File: config.mk
export PLATFORM = sky130hd
export DESIGN_NAME = mtx_mac_flat
export DESIGN_NICKNAME = d
export VERILOG_FILES = /design/src/rtl/mtx_mac_if.sv /design/src/rtl/mtx_mac.sv /design/src/flat_wrapper.sv
export SDC_FILE = /design/constraint.sdc
export NUM_CORES = 1
export LEC_CHECK = 0
export ABC_AREA = 0
export BUFFER_PORTS_ARGS = -buffer_cell sky130_fd_sc_hd__buf_2
export CORE_MARGIN = 2
export CORE_UTILIZATION = 45
export CTS_BUF_LIST = sky130_fd_sc_hd__clkbuf_4
export CTS_CLUSTER_DIAMETER = 80
export DETAILED_ROUTE_END_ITERATION = 10
export SLEW_MARGIN = 20
export SYNTH_ARGS = -nofsm -noshare
export SYNTH_HDL_FRONTEND = slang
export SYNTH_SLANG_ARGS = --single-unit
File: constraint.sdc
create_clock -name clk -period 6.38 [get_ports clk]
set_input_delay 0.319 -clock clk [delete_from_list [all_inputs] [get_ports clk]]
set_output_delay 0.319 -clock clk [all_outputs]
set_load 0.1 [all_outputs]
File: src/rtl/mtx_mac_if.sv
// Bus bundle between the matrix sequencer/register file and the dot-product MAC.
// An op is offered every cycle; it is taken only when sysser & romold & ~mtx_wait and the
// sysins class field is 3'b010. There is no back-pressure. The result is pushed with a one-cycle result_wr.
interface mtx_mac_if;
  logic        sysser;
  logic [15:0] sysins;
  logic        romold;
  logic        mtx_wait;
  logic        multsel;
  logic        mem_hi;
  logic [31:0] reg_din;
  logic [31:0] mem_din;
  logic [31:0] result;
  logic        result_wr;
  logic        mac_busy;

  modport master (
    output sysser, sysins, romold, mtx_wait, multsel, mem_hi, reg_din, mem_din,
    input  result, result_wr, mac_busy
  );

  modport slave (
    input  sysser, sysins, romold, mtx_wait, multsel, mem_hi, reg_din, mem_din,
    output result, result_wr, mac_busy
  );
endinterface

File: src/rtl/mtx_mac.sv
// Two-stage multiply-accumulate for matrix dot products: stage P registers the 16x16 product,
// and stage A folds the product into the accumulator or publishes the accumulator as the result.
module mtx_mac #(
  parameter bit SIGNED_OPS = 1'b1
) (
  input logic      clk,
  input logic      reset_n,
  mtx_mac_if.slave bus
);

  localparam logic [2:0] OP_IMULT  = 3'b010;
  localparam logic [2:0] OP_IMAC   = 3'b100;
  localparam logic [2:0] OP_RESMAC = 3'b011;

  logic        w_fire;
  logic        w_legal;
  logic        w_cap;
  logic [2:0]  w_op;
  logic [15:0] w_a_half;
  logic [15:0] w_b_half;
  logic [31:0] w_a;
  logic [31:0] w_b;
  logic [31:0] w_prod;
  logic        w_unused;

  logic        r_pv;
  logic [2:0]  r_pop;
  logic [31:0] r_prod;
  logic [31:0] r_acc;
  logic [31:0] r_result;
  logic        r_result_wr;

  assign w_op    = bus.sysins[12:10];
  assign w_fire  = bus.sysser & bus.romold & ~bus.mtx_wait & (bus.sysins[15:13] == 3'b010);
  assign w_legal = (w_op == OP_IMULT) | (w_op == OP_IMAC) | (w_op == OP_RESMAC);
  // Undefined op codes never enter the pipe, so they cannot disturb acc or result.
  assign w_cap   = w_fire & w_legal;

  assign w_a_half = bus.multsel ? bus.reg_din[31:16] : bus.reg_din[15:0];
  assign w_b_half = bus.mem_hi  ? bus.mem_din[31:16] : bus.mem_din[15:0];
  assign w_a      = SIGNED_OPS ? {{16{w_a_half[15]}}, w_a_half} : {16'h0000, w_a_half};
  assign w_b      = SIGNED_OPS ? {{16{w_b_half[15]}}, w_b_half} : {16'h0000, w_b_half};
  // The low 32 bits of the extended operands' product equal the exact 16x16 product in either mode.
  assign w_prod   = w_a * w_b;

  assign w_unused = &{1'b0, bus.sysins[9:0]};

  always_ff @(posedge clk or negedge reset_n) begin
    if (!reset_n) begin
      r_pv   <= 1'b0;
      r_pop  <= 3'b000;
      r_prod <= 32'h0;
    end else if (w_cap) begin
      r_pv   <= 1'b1;
      r_pop  <= w_op;
      r_prod <= w_prod;
    end else begin
      r_pv   <= 1'b0;
    end
  end

  always_ff @(posedge clk or negedge reset_n) begin
    if (!reset_n) begin
      r_acc       <= 32'h0;
      r_result    <= 32'h0;
      r_result_wr <= 1'b0;
    end else begin
      r_result_wr <= 1'b0;
      if (r_pv) begin
        case (r_pop)
          OP_IMULT:  r_acc <= r_prod;
          OP_IMAC:   r_acc <= r_acc + r_prod;
          OP_RESMAC: begin
            r_result    <= r_acc;
            r_result_wr <= 1'b1;
          end
          default: ;
        endcase
      end
    end
  end

  assign bus.result    = r_result;
  assign bus.result_wr = r_result_wr;
  // Stage A's update is pending exactly while stage P holds a valid op.
  assign bus.mac_busy  = r_pv;

endmodule

File: src/flat_wrapper.sv
// flat-port wrapper written by rule: the top's interface ports become plain ports
module mtx_mac_flat 
#(
  parameter bit SIGNED_OPS = 1'b1
)
  (clk, reset_n, bus_sysser, bus_sysins, bus_romold, bus_mtx_wait, bus_multsel, bus_mem_hi, bus_reg_din, bus_mem_din, bus_result, bus_result_wr, bus_mac_busy);
  mtx_mac_if bus_i ();
  input logic clk;
  input logic reset_n;
  input wire logic [$bits(bus_i.sysser)-1:0] bus_sysser;
  input wire logic [$bits(bus_i.sysins)-1:0] bus_sysins;
  input wire logic [$bits(bus_i.romold)-1:0] bus_romold;
  input wire logic [$bits(bus_i.mtx_wait)-1:0] bus_mtx_wait;
  input wire logic [$bits(bus_i.multsel)-1:0] bus_multsel;
  input wire logic [$bits(bus_i.mem_hi)-1:0] bus_mem_hi;
  input wire logic [$bits(bus_i.reg_din)-1:0] bus_reg_din;
  input wire logic [$bits(bus_i.mem_din)-1:0] bus_mem_din;
  output wire logic [$bits(bus_i.result)-1:0] bus_result;
  output wire logic [$bits(bus_i.result_wr)-1:0] bus_result_wr;
  output wire logic [$bits(bus_i.mac_busy)-1:0] bus_mac_busy;
  assign bus_i.sysser = bus_sysser;
  assign bus_i.sysins = bus_sysins;
  assign bus_i.romold = bus_romold;
  assign bus_i.mtx_wait = bus_mtx_wait;
  assign bus_i.multsel = bus_multsel;
  assign bus_i.mem_hi = bus_mem_hi;
  assign bus_i.reg_din = bus_reg_din;
  assign bus_i.mem_din = bus_mem_din;
  assign bus_result = bus_i.result;
  assign bus_result_wr = bus_i.result_wr;
  assign bus_mac_busy = bus_i.mac_busy;
  mtx_mac #(.SIGNED_OPS(SIGNED_OPS)) u_core (.clk(clk), .reset_n(reset_n), .bus(bus_i));
endmodule
* Word-level counts from Yosys, hierarchy flattened *
Cells that the tools add are included.

storage, ports and cells
  flip-flop bits (word level) = 101
  bits in latches = 0
  RAM bits = 0
  memory bits (read-only) = 0
  bits of input ports = 87
  output and inout port bits = 34
  memories kept = 0

operators by class
  add/sub/neg operators = 1
  multipliers = 1
  divide/modulo/power cells = 0
  magnitude comparators = 0
  eq/ne operators = 7
  shift operators = 0
  multiplexer cells = 6
  bitwise gates (word level) = 7
  reductions and logical operators = 3

operators with widths
  operator                                                          count
  32-bit one-hot mux with 2 select lines                            1
  32-bit adder                                                      1
  16-bit by 16-bit multiplier with 32-bit output                    1
  16-bit 2-to-1 mux                                                 2
  3-bit by 2-bit == test with 1-bit output (second input constant)  5
  3-bit == test (second input constant)                             2
  1-bit AND                                                         4
  2-bit AND reduction                                               2
  1-bit 2-to-1 mux                                                  3
  1-bit bitwise OR                                                  2
  2-bit nonzero test                                                1
  1-bit inverter                                                    1

* Depth between registers and ports, before layout *
Gate-level depths: netlist of the first run.

  depth in word-level cells = 5
  depth in mapped cells = 26
  mapped depth without buffers = 23

* Least setup slack after synthesis of the first run *
No wires, ideal clock.

  path kind = input port to flip-flop
  start = input bus_multsel
  end = register u_core.r_prod[28]
  setup time = 0.069 ns
  arrival = 7.062 ns
  data required time = 6.311 ns
  slack = -0.751 ns
  stages = 24
  buffers on the path = 3
  path through = clkbuf_1 buf_1 buf_1 mux2i_1 nor2_1 fa_1 inv_1 fa_1 fa_1 inv_1 fa_1 fa_1 inv_1 fa_1 inv_1 ha_1 a21o_1 a21o_1 a2111oi_4 o21ai_1 a31o_4 a211o_1 a2111oi_2 nand3b_1

on the way
  word-level cells in the longest chain between the ends = 2

RTL lines
  element                                         RTL line            text
  from (decl)                                     flat_wrapper.sv:14  input wire logic [$bits(bus_i.multsel)-1:0] bus_multsel;
  16-bit 2-to-1 mux                               mtx_mac.sv:39       assign w_a_half = bus.multsel ? bus.reg_din[31:16] : bus.reg_din[15:0];
  16-bit by 16-bit multiplier with 32-bit output  mtx_mac.sv:44       assign w_prod = w_a * w_b;
  to (signal assigned)                            mtx_mac.sv:56       r_prod <= w_prod;
  to (decl)                                       mtx_mac.sv:28       logic [31:0] r_prod;

No other way between the ends.
A chain may end at the register's enable or synchronous reset.

* Worst setup path after layout of the first run *
  start = input bus_mem_hi
  end = register u_core.r_prod[28]

on the way
  word-level cells in the longest chain between the ends = 2

RTL lines
  element                                         RTL line            text
  from (decl)                                     flat_wrapper.sv:15  input wire logic [$bits(bus_i.mem_hi)-1:0] bus_mem_hi;
  16-bit 2-to-1 mux                               mtx_mac.sv:40       assign w_b_half = bus.mem_hi ? bus.mem_din[31:16] : bus.mem_din[15:0];
  16-bit by 16-bit multiplier with 32-bit output  mtx_mac.sv:44

No other way between the ends.

==> results of run 1 <==
## how the worst min path moves through the flow
stage                         startpoint              endpoint  slack [ps]  cells past startpoint
final                     bus_sysins[11]       u_core.r_pop[2]          60                      2
after global routing      bus_sysins[11]       u_core.r_pop[2]          30                      2
after CTS                 bus_sysins[11]       u_core.r_pop[2]          30                      2
after detailed placement         reset_n  u_core.bus.result[9]         200                      1
after global placement           reset_n  u_core.bus.result[7]         200                      1
after floorplan                  reset_n   u_core.bus.mac_busy          20                      0
## sequential cells by signal (all words and copies together), names as in the netlist
| name | flops |
|---|---|
| u_core.bus.result | 32 |
| u_core.r_acc | 32 |
| u_core.r_prod | 32 |
| u_core.r_pop | 3 |
| u_core.bus.mac_busy | 1 |
| u_core.bus.result_wr | 1 |
## critical path, stage by stage
cell and delay (ps):
buf_2 120, buf_12 170, buf_4 130, mux2i_1 400, nor2_1 110, fa_1 500
inv_1 60, fa_1 520, inv_1 50, fa_1 520, fa_1 440, fa_1 490
inv_1 50, fa_1 470, inv_1 60, ha_4 210, a21o_1 170, a21o_1 230
a2111oi_4 340, o21ai_1 120, a31o_4 240, a211o_1 290, a2111oi_2 340, nand3b_1 140
## layout make-up
class | instances | area [um^2] | share of cell area (%)
antenna | 1 | 2.50 | 0.0136
clock buffer | 10 | 75.1 | 0.407
clock inverter | 6 | 62.6 | 0.339
inverter | 339 | 1270 | 6.90
multi-input combinational | 1320 | 12100 | 65.4
sequential | 101 | 2530 | 13.7
tap | 461 | 577 | 3.13
timing repair buffer | 279 | 1870 | 10.1
## cell usage after synthesis (all sizes together) (3+ instances only)
master,number,area share (%)
a31oi,10,0.48
o211ai,6,0.28
nor2,167,3.9
and4,4,0.23
nor2b,5,0.20
nor3,11,0.34
nor4,4,0.16
a21o,28,1.3
xor2,15,0.82
mux2,27,1.9
a21oi,56,1.8
o31ai,11,0.52
or3,18,0.70
o311ai,3,0.16
nand2,284,6.7
nand3,14,0.44
a31o,4,0.27
dfrtp,101,16
a221o,3,0.19
a311oi,3,0.16
o21bai,8,0.38
a211oi,12,0.56
or2,6,0.23
inv,338,7.9
nand3b,6,0.28
mux2i,39,2.4
nand4,6,0.23
nor3b,4,0.19
o21a,9,0.42
buf,6,0.15
fa,263,33
ha,113,8.8
o22ai,12,0.47
nand2b,13,0.51
or4,4,0.19
a2111oi,5,0.47
xnor2,34,1.9
and3,12,0.48
o21ai,76,2.4
clkbuf,56,1.3
## through the flow
step                util (%)  setup slack [ps]  area [um^2]
global placement        51.8              -180        18300
finish                  52.2               298        18400
detailed placement      51.8              -245        18300
CTS                     52.2               246        18400
floorplan                  -              13.4        16100
global route            52.2              36.4        18400
## routing by layer
| layer | GRT usage, % | vias up | wire (um) | share of wire [%] |
|---|---|---|---|---|
| met5 | 0 | - | 0 | 0 |
| met1 | 36.0 | 6729 | 19600 | 45 |
| met2 | 40.5 | 302 | 21300 | 49 |
| met3 | 2.31 | 44 | 2240 | 5.1 |
| li1 | - | 6243 | - | - |
| met4 | 3.85 | 0 | 595 | 1.4 |
## what timing repair did
action	CTS	global route
setup buffers	0	0
hold buffers	1	0
gates resized for setup	0	2
endpoints found under the hold margin	17	0
setup endpoints to repair	0	3
## kinds of logic (layout without fill, tap and decap cells)
family          after synthesis  in the layout  synth area share, %
simple gates                563            563                 15.0
buf+inv                     401            634                 9.42
fa+ha+maj                   376            376                 41.7
compound gates              266            266                 11.0
flops                       101            101                 15.8
mux                          66             66                 4.34
xor+xnor                     49             49                 2.68
other cells                   0              1                    0
==> impl_metrics.py, run 1 <==
metrics = {
    "yosys": {
        "synth-edff-count": 0,
        "yosysSeqAreaShare_pct": 15.8,
        "synthFlopType": "dfrtp_1",
        "synth_area_um2": 16000,
        "synth_cells": 1822,
        "syn_nets": 2285,
        "synth-seq-cells": 101,
        "async_flop_share_pct": 100,
        "yosys_warnings": 0,
        "avgSynthCellArea_um2": 8.78,
        "yosysUniqueCellTypes": 72,
    },
    "place": {
        "io_buffer_count": 110,
        "dp_hpwl_mm": 37.4,
        "place_inst": 2499,
        "finalWeightedCongestion": 0.950,
    },
    "global_route": {
        "grt_start_max_net_pins": 85,
        "gr-total-overflow": 0,
        "antenna_found_initial": 2,
        "grt_usage_pct": 24.6,
        "grt_pass1_wl_mm": 70.4,
        "first_global_vias": 13400,
    },
    "floorplanning": {
        "rows": 69,
        "dieArea_um2": 37100,
        "start_util_pct": 45.3,
        "die_h_um": 193,
        "io-pin-count": 121,
        "die_w_um": 193,
        "core_um2": 35300,
    },
    "clocking": {
        "cts_tree": "built",
        "numCtsBuffers": 9,
        "clk_latency_ps": 480,
        "clk_pin_slew_ps": 150,
        "clk_path_buf_depth": 2,
        "cts_sinks": 101,
        "cts_root_buffer": "clkbuf_4",
        "htreeDepth": 3,
    },
    "finish": {
        "drive_above_1_share_pct": 17.3,
        "syn_to_final_growth_pct": 15.3,
        "layout_common_cells": "inv_1 (337), nand2_1 (284), fa_1 (262), nor2_1 (167), buf_4 (165)",
        "layout.nets": 2513,
        "fin_cells": 2517,
        "fillers": 3360,
        "final_common_cell": "inv_1",
    },
    "sta": {
        "setup_tns_ps": 0,
        "period_minus_slack_ps": 6080,
        "fin_hold_ws_ps": 62.7,
        "worst_pin_slew_ps": 1060,
        "setup_viol": 0,
        "fmax_mhz": 164,
        "final_max_slew_viol_count": 0,
        "finalHoldViolations": 0,
        "rsz0062_at_grt": "no",
        "timing.slew.headroom_pct": 29.4,
        "period_share_pct": 95.3,
        "skew_ps": 29.6,
    },
    "critical_path": {
        "timing.rr.end": "u_core.r_acc[30]",
        "crit_path_max_fanout": 15,
        "worst-setup-path-type": "input pin to flop",
        "setup.worst_path.end": "u_core.r_prod[28]",
        "startpoint": "bus_mem_hi",
        "r2r_start": "u_core.r_prod[0]",
        "worstSetupEndpointType": "flop",
        "cp-start-kind": "input pin",
        "regToRegSetupSlack_ps": 3330,
        "cp.required_ps": 6790,
        "reg2reg_depth": 11,
        "crit_arrival_ps": 6490,
    },
    "detailed_routing": {
        "postRouteAntennaNets": 0,
        "drt_first_pass_iters": 7,
        "wl_per_cell_um": 17.4,
        "drcViolationCount": 0,
        "vias": 13300,
        "routed_wl_mm": 43.7,
        "via_per_inst": 5.29,
        "first_iter_violations": 794,
    },
    "status": {
        "status": "finished, final reports clean",
    },
    "hold_path": {
        "min_path_type": "input pin to flop",
    },
    "flow_run": {
        "drv_cap": 0,
    },
}
Power of run 1 is left out: the tool's default activity adds up to more than one toggle a clock period on the data nets, which glitch-free logic cannot reach.
==> run 2: changes to the inputs <==
Clock period 6.38 ns to 5.9 ns, I/O delays scaled along.
==> impl_metrics.py, run 2 (synthesis results as in run 1) <==
metrics = {
    "status": {
        "status": "complete, but fails checks",
        "failed_checks": "negative setup slack",
    },
    "finish": {
        "fin_cells": 2595,
        "drive_above_1_share_pct": 22.3,
        "num_antenna_cells": 0,
        "layout.nets": 2593,
        "fillers": 3234,
        "register_area_um2": 2530,
        "design_area_um2": 19600,
        "syn_to_final_growth_pct": 22.4,
        "final_common_cell": "inv_1",
        "multi_input_area_um2": 12400,
        "layout_common_cells": "inv_1 (333), nand2_1 (280), fa_1 (255), buf_4 (228), nor2_1 (162)",
    },
    "clocking": {
        "clk_pin_slew_ps": 150,
        "cts_sinks": 101,
        "cts_root_buffer": "clkbuf_4",
        "htreeDepth": 3,
        "cts_tree": "built",
        "clk_path_buf_depth": 2,
        "numCtsBuffers": 9,
        "clk_latency_ps": 460,
    },
    "flow_run": {
        "drv_cap": 0,
    },
    "sta": {
        "skew_ps": 16.2,
        "setup_tns_ps": -38.4,
        "period_minus_slack_ps": 5930,
        "fin_hold_ws_ps": 39.8,
        "setup_viol": 2,
        "worst_slack_ps": -28.5,
        "rsz0062_at_grt": "yes",
        "fmax_mhz": 169,
        "finalHoldViolations": 0,
        "period_share_pct": 100,
        "timing.slew.headroom_pct": 30.3,
        "final_max_slew_viol_count": 0,
        "worst_pin_slew_ps": 1040,
    },
    "global_route": {
        "grt_usage_pct": 25.1,
        "grt_start_max_net_pins": 71,
        "gr-total-overflow": 0,
        "antenna_found_initial": 0,
        "grt_pass1_wl_mm": 71.7,
        "first_global_vias": 13500,
    },
    "detailed_routing": {
        "via_per_inst": 5.21,
        "routed_wl_mm": 45.6,
        "first_iter_violations": 938,
        "postRouteAntennaNets": 0,
        "drcViolationCount": 0,
        "vias": 13500,
        "drt_first_pass_iters": 5,
        "wl_per_cell_um": 17.6,
    },
    "place": {
        "finalWeightedCongestion": 0.931,
        "place_area_um2": 18900,
        "place_inst": 2547,
        "io_buffer_count": 110,
        "dp_hpwl_mm": 38.6,
    },
    "hold_path": {
        "min_path_type": "input pin to flop",
    },
    "critical_path": {
        "cp-start-kind": "input pin",
        "cp_top_family": "adder cells",
        "crit_buf_inv": 6,
        "cp.required_ps": 6250,
        "worstSetupEndpointType": "flop",
        "worst-setup-path-type": "input pin to flop",
        "slowest_delay_ps": 620,
        "cpMaxStageDelayCell": "fa_2",
        "crit_arrival_ps": 6280,
        "cpMostUsedCell": "fa_1",
        "crit_path_max_fanout": 7,
        "crit_chain": "buf_8, buf_12, buf_4, mux2_4, nand2_2, fa_1, inv_1, fa_2, fa_1, fa_1, fa_1, inv_1, fa_1, inv_1, ha_4, and4_4, a211oi_4, nor2_2, o41ai_4, o21ai_4, a21o_1, a21o_1, a221o_1",
    },
    "floorplanning": {
        "start_util_pct": 45.3,
        "rows": 69,
        "die_h_um": 193,
        "io-pin-count": 121,
        "core_um2": 35300,
        "dieArea_um2": 37100,
        "die_w_um": 193,
    },
}
[run 2: repair_timing]
action                                  in CTS  in global routing
endpoints found under the setup margin       4                 12
hold endpoints to repair                    51                  0
pin swaps                                    0                 30
gates cloned                                 0                  3
setup buffers                                4                 24
resized for setup                           10                 51
hold buffers                                 2                  0
[run 2: stage by stage]
| step | worst slack [ps] | utilization [%] |
|---|---|---|
| final | -28.5 | 55.5 |
| after global routing | -189 | 55.5 |
| after CTS | -6.23 | 54.1 |
| after detailed placement | -565 | 53.4 |
| after global placement | -526 | 53.4 |
| after floorplan | -263 | - |
[run 2: worst min-delay path: stages]
cell and delay, ps:
buf_2 90, nand2_1 50, nand2_1 50
[run 2: worst paths after layout]
kind	from	end	slack, ps	depth (start not counted)
setup / recovery	bus_multsel	u_core.r_prod[25]	-30	23
hold / removal	bus_sysins[10]	u_core.r_pop[0]	40	3
setup reg to reg	u_core.r_prod[0]	u_core.r_acc[30]	2810	11
hold reg to reg	u_core.bus.result[22]	u_core.bus.result[22]	490	2
max in group asynchronous	reset_n	u_core.r_prod[22]	4420	3
min in group asynchronous	reset_n	u_core.bus.result[7]	370	2
[run 2: layer usage]
metal  part of all wire, %  up-vias  GRT usage (%)
met5                     0        -              0
met2                    46      301           39.5
met1                    47     6781           37.4
li1                      -     6390              -
met3                   5.7       35           3.84
met4                   1.1        0           3.38
[run 2: final cells by class]
cell class,count,share of cell area [%]
Multi-Input combinational cell,1320,63.5
Timing Repair Buffer,359,13.5
Sequential cell,101,12.9
Inverter,339,6.51
Tap cell,461,2.94
Clock buffer,10,0.383
Clock inverter,5,0.268
Power of run 2 is left out for the same reason.
==> run 3: changes to the inputs <==
Settings changed: RECOVER_POWER set to 100.
==> impl_metrics.py, run 3 (synthesis results as in run 1) <==
metrics = {
    "clocking": {
        "cts_sinks": 101,
        "cts_root_buffer": "clkbuf_4",
        "cts_tree": "built",
        "htreeDepth": 3,
        "numCtsBuffers": 9,
        "clk_pin_slew_ps": 160,
        "clk_latency_ps": 470,
        "clk_path_buf_depth": 2,
    },
    "critical_path": {
        "r2r_start": "u_core.r_pop[0]",
        "worst-setup-path-type": "input pin to flop",
        "timing.rr.end": "u_core.r_acc[31]",
        "crit_arrival_ps": 6290,
        "cp.required_ps": 6260,
        "cp-start-kind": "input pin",
        "worstSetupEndpointType": "flop",
        "regToRegSetupSlack_ps": 2320,
        "reg2reg_depth": 7,
        "crit_path_max_fanout": 7,
    },
    "floorplanning": {
        "start_util_pct": 45.3,
        "die_w_um": 193,
        "rows": 69,
        "core_um2": 35300,
        "die_h_um": 193,
        "dieArea_um2": 37100,
        "io-pin-count": 121,
    },
    "place": {
        "io_buffer_count": 110,
        "finalWeightedCongestion": 0.931,
        "dp_hpwl_mm": 38.6,
        "dp_slack_ps": -565,
        "place_area_um2": 18900,
    },
    "detailed_routing": {
        "routed_wl_mm": 45.6,
        "first_iter_violations": 918,
        "drcViolationCount": 0,
        "wl_per_cell_um": 17.6,
        "vias": 13500,
        "drt_first_pass_iters": 5,
        "via_per_inst": 5.22,
        "postRouteAntennaNets": 0,
    },
    "sta": {
        "fmax_mhz": 169,
        "finalHoldViolations": 0,
        "timing.slew.headroom_pct": -90.1,
        "setup_viol": 2,
        "rsz0062_at_grt": "yes",
        "skew_ps": 19.8,
        "final_max_slew_viol_count": 138,
        "period_share_pct": 100,
        "setup_tns_ps": -37.0,
        "fin_hold_ws_ps": 29.5,
        "period_minus_slack_ps": 5930,
        "worst_slack_ps": -27.2,
        "worst_pin_slew_ps": 2850,
    },
    "status": {
        "status": "complete, but fails checks",
        "failed_checks": "max-capacitance violations, max-slew violations, negative setup slack",
    },
    "global_route": {
        "grt_usage_pct": 25.1,
        "first_global_vias": 13500,
        "gr-total-overflow": 0,
        "grt_pass1_wl_mm": 71.7,
        "antenna_found_initial": 0,
        "grt_start_max_net_pins": 71,
    },
    "finish": {
        "final_common_cell": "inv_1",
        "num_antenna_cells": 0,
        "drive_above_1_share_pct": 20.5,
        "design_area_um2": 19500,
        "layout_common_cells": "inv_1 (333), nand2_1 (280), fa_1 (255), buf_4 (223), nor2_1 (162)",
        "syn_to_final_growth_pct": 22.1,
        "layout.nets": 2593,
    },
    "hold_path": {
        "holdPathEnd": "u_core.r_pop[0]",
        "whs_path_depth": 3,
        "worstHoldStart": "bus_sysins[10]",
        "min_path_type": "input pin to flop",
    },
    "flow_run": {
        "drv_cap": 3,
    },
}
==> run 3: how the worst max path moves through the flow <==
stage	end	startpoint	cells after the start	slack [ps]
after floorplan	u_core.r_prod[28]	bus_multsel	24	-260
after global placement	u_core.r_prod[28]	bus_multsel	23	-530
after detailed placement	u_core.r_prod[28]	bus_multsel	23	-560
after CTS	u_core.r_prod[28]	bus_multsel	23	-6
after global routing	u_core.r_prod[28]	bus_multsel	24	-190
final	u_core.r_prod[25]	bus_multsel	24	-30
==> run 3: per-stage QoR <==
stage,std cells,util [%]
floorplan,1822,-
global placement,2547,53.4
detailed placement,2547,53.4
CTS,2568,54.1
global route,2595,55.3
finish,2595,55.3
==> run 3: repair_timing <==
item	4_1_cts	5_1_grt
setup endpoints to repair	4	12
setup buffers	4	24
hold buffers	2	0
resized for setup	10	51
cloned	0	3
endpoints found under the hold margin	51	0
pin swaps	0	30
==> run 3: critical path: stages <==
cell	delay [ps]
buf_8	100
buf_12	140
buf_12	140
mux2i_4	380
nor2_2	70
fa_1	480
inv_1	50
fa_1	480
fa_1	550
inv_1	50
fa_1	490
fa_1	500
inv_1	50
fa_1	490
inv_2	50
ha_4	210
a21o_1	200
a211oi_4	280
nor2_2	70
o41ai_4	400
o21ai_4	170
a21o_1	220
a21o_1	150
a221o_1	280
==> run 3: layer usage <==
| metal | wire length, um | global-route usage (%) | part of all wire, % |
|---|---|---|---|
| met1 | 21100 | 37.4 | 46 |
| met2 | 21000 | 39.5 | 46 |
| met3 | 2840 | 3.84 | 6.2 |
| met4 | 543 | 3.38 | 1.2 |
| met5 | 0 | 0 | 0 |
==> run 3: area by class of cell <==
type | count | area [um^2]
inverter | 339 | 1270
clock inverter | 5 | 52.6
multi-input combinational | 1320 | 12400
tap | 461 | 577
clock buffer | 10 | 75.1
timing repair buffer | 359 | 2590
sequential | 101 | 2530
fill | 3256 | 15800
Power of run 3 is left out for the same reason.
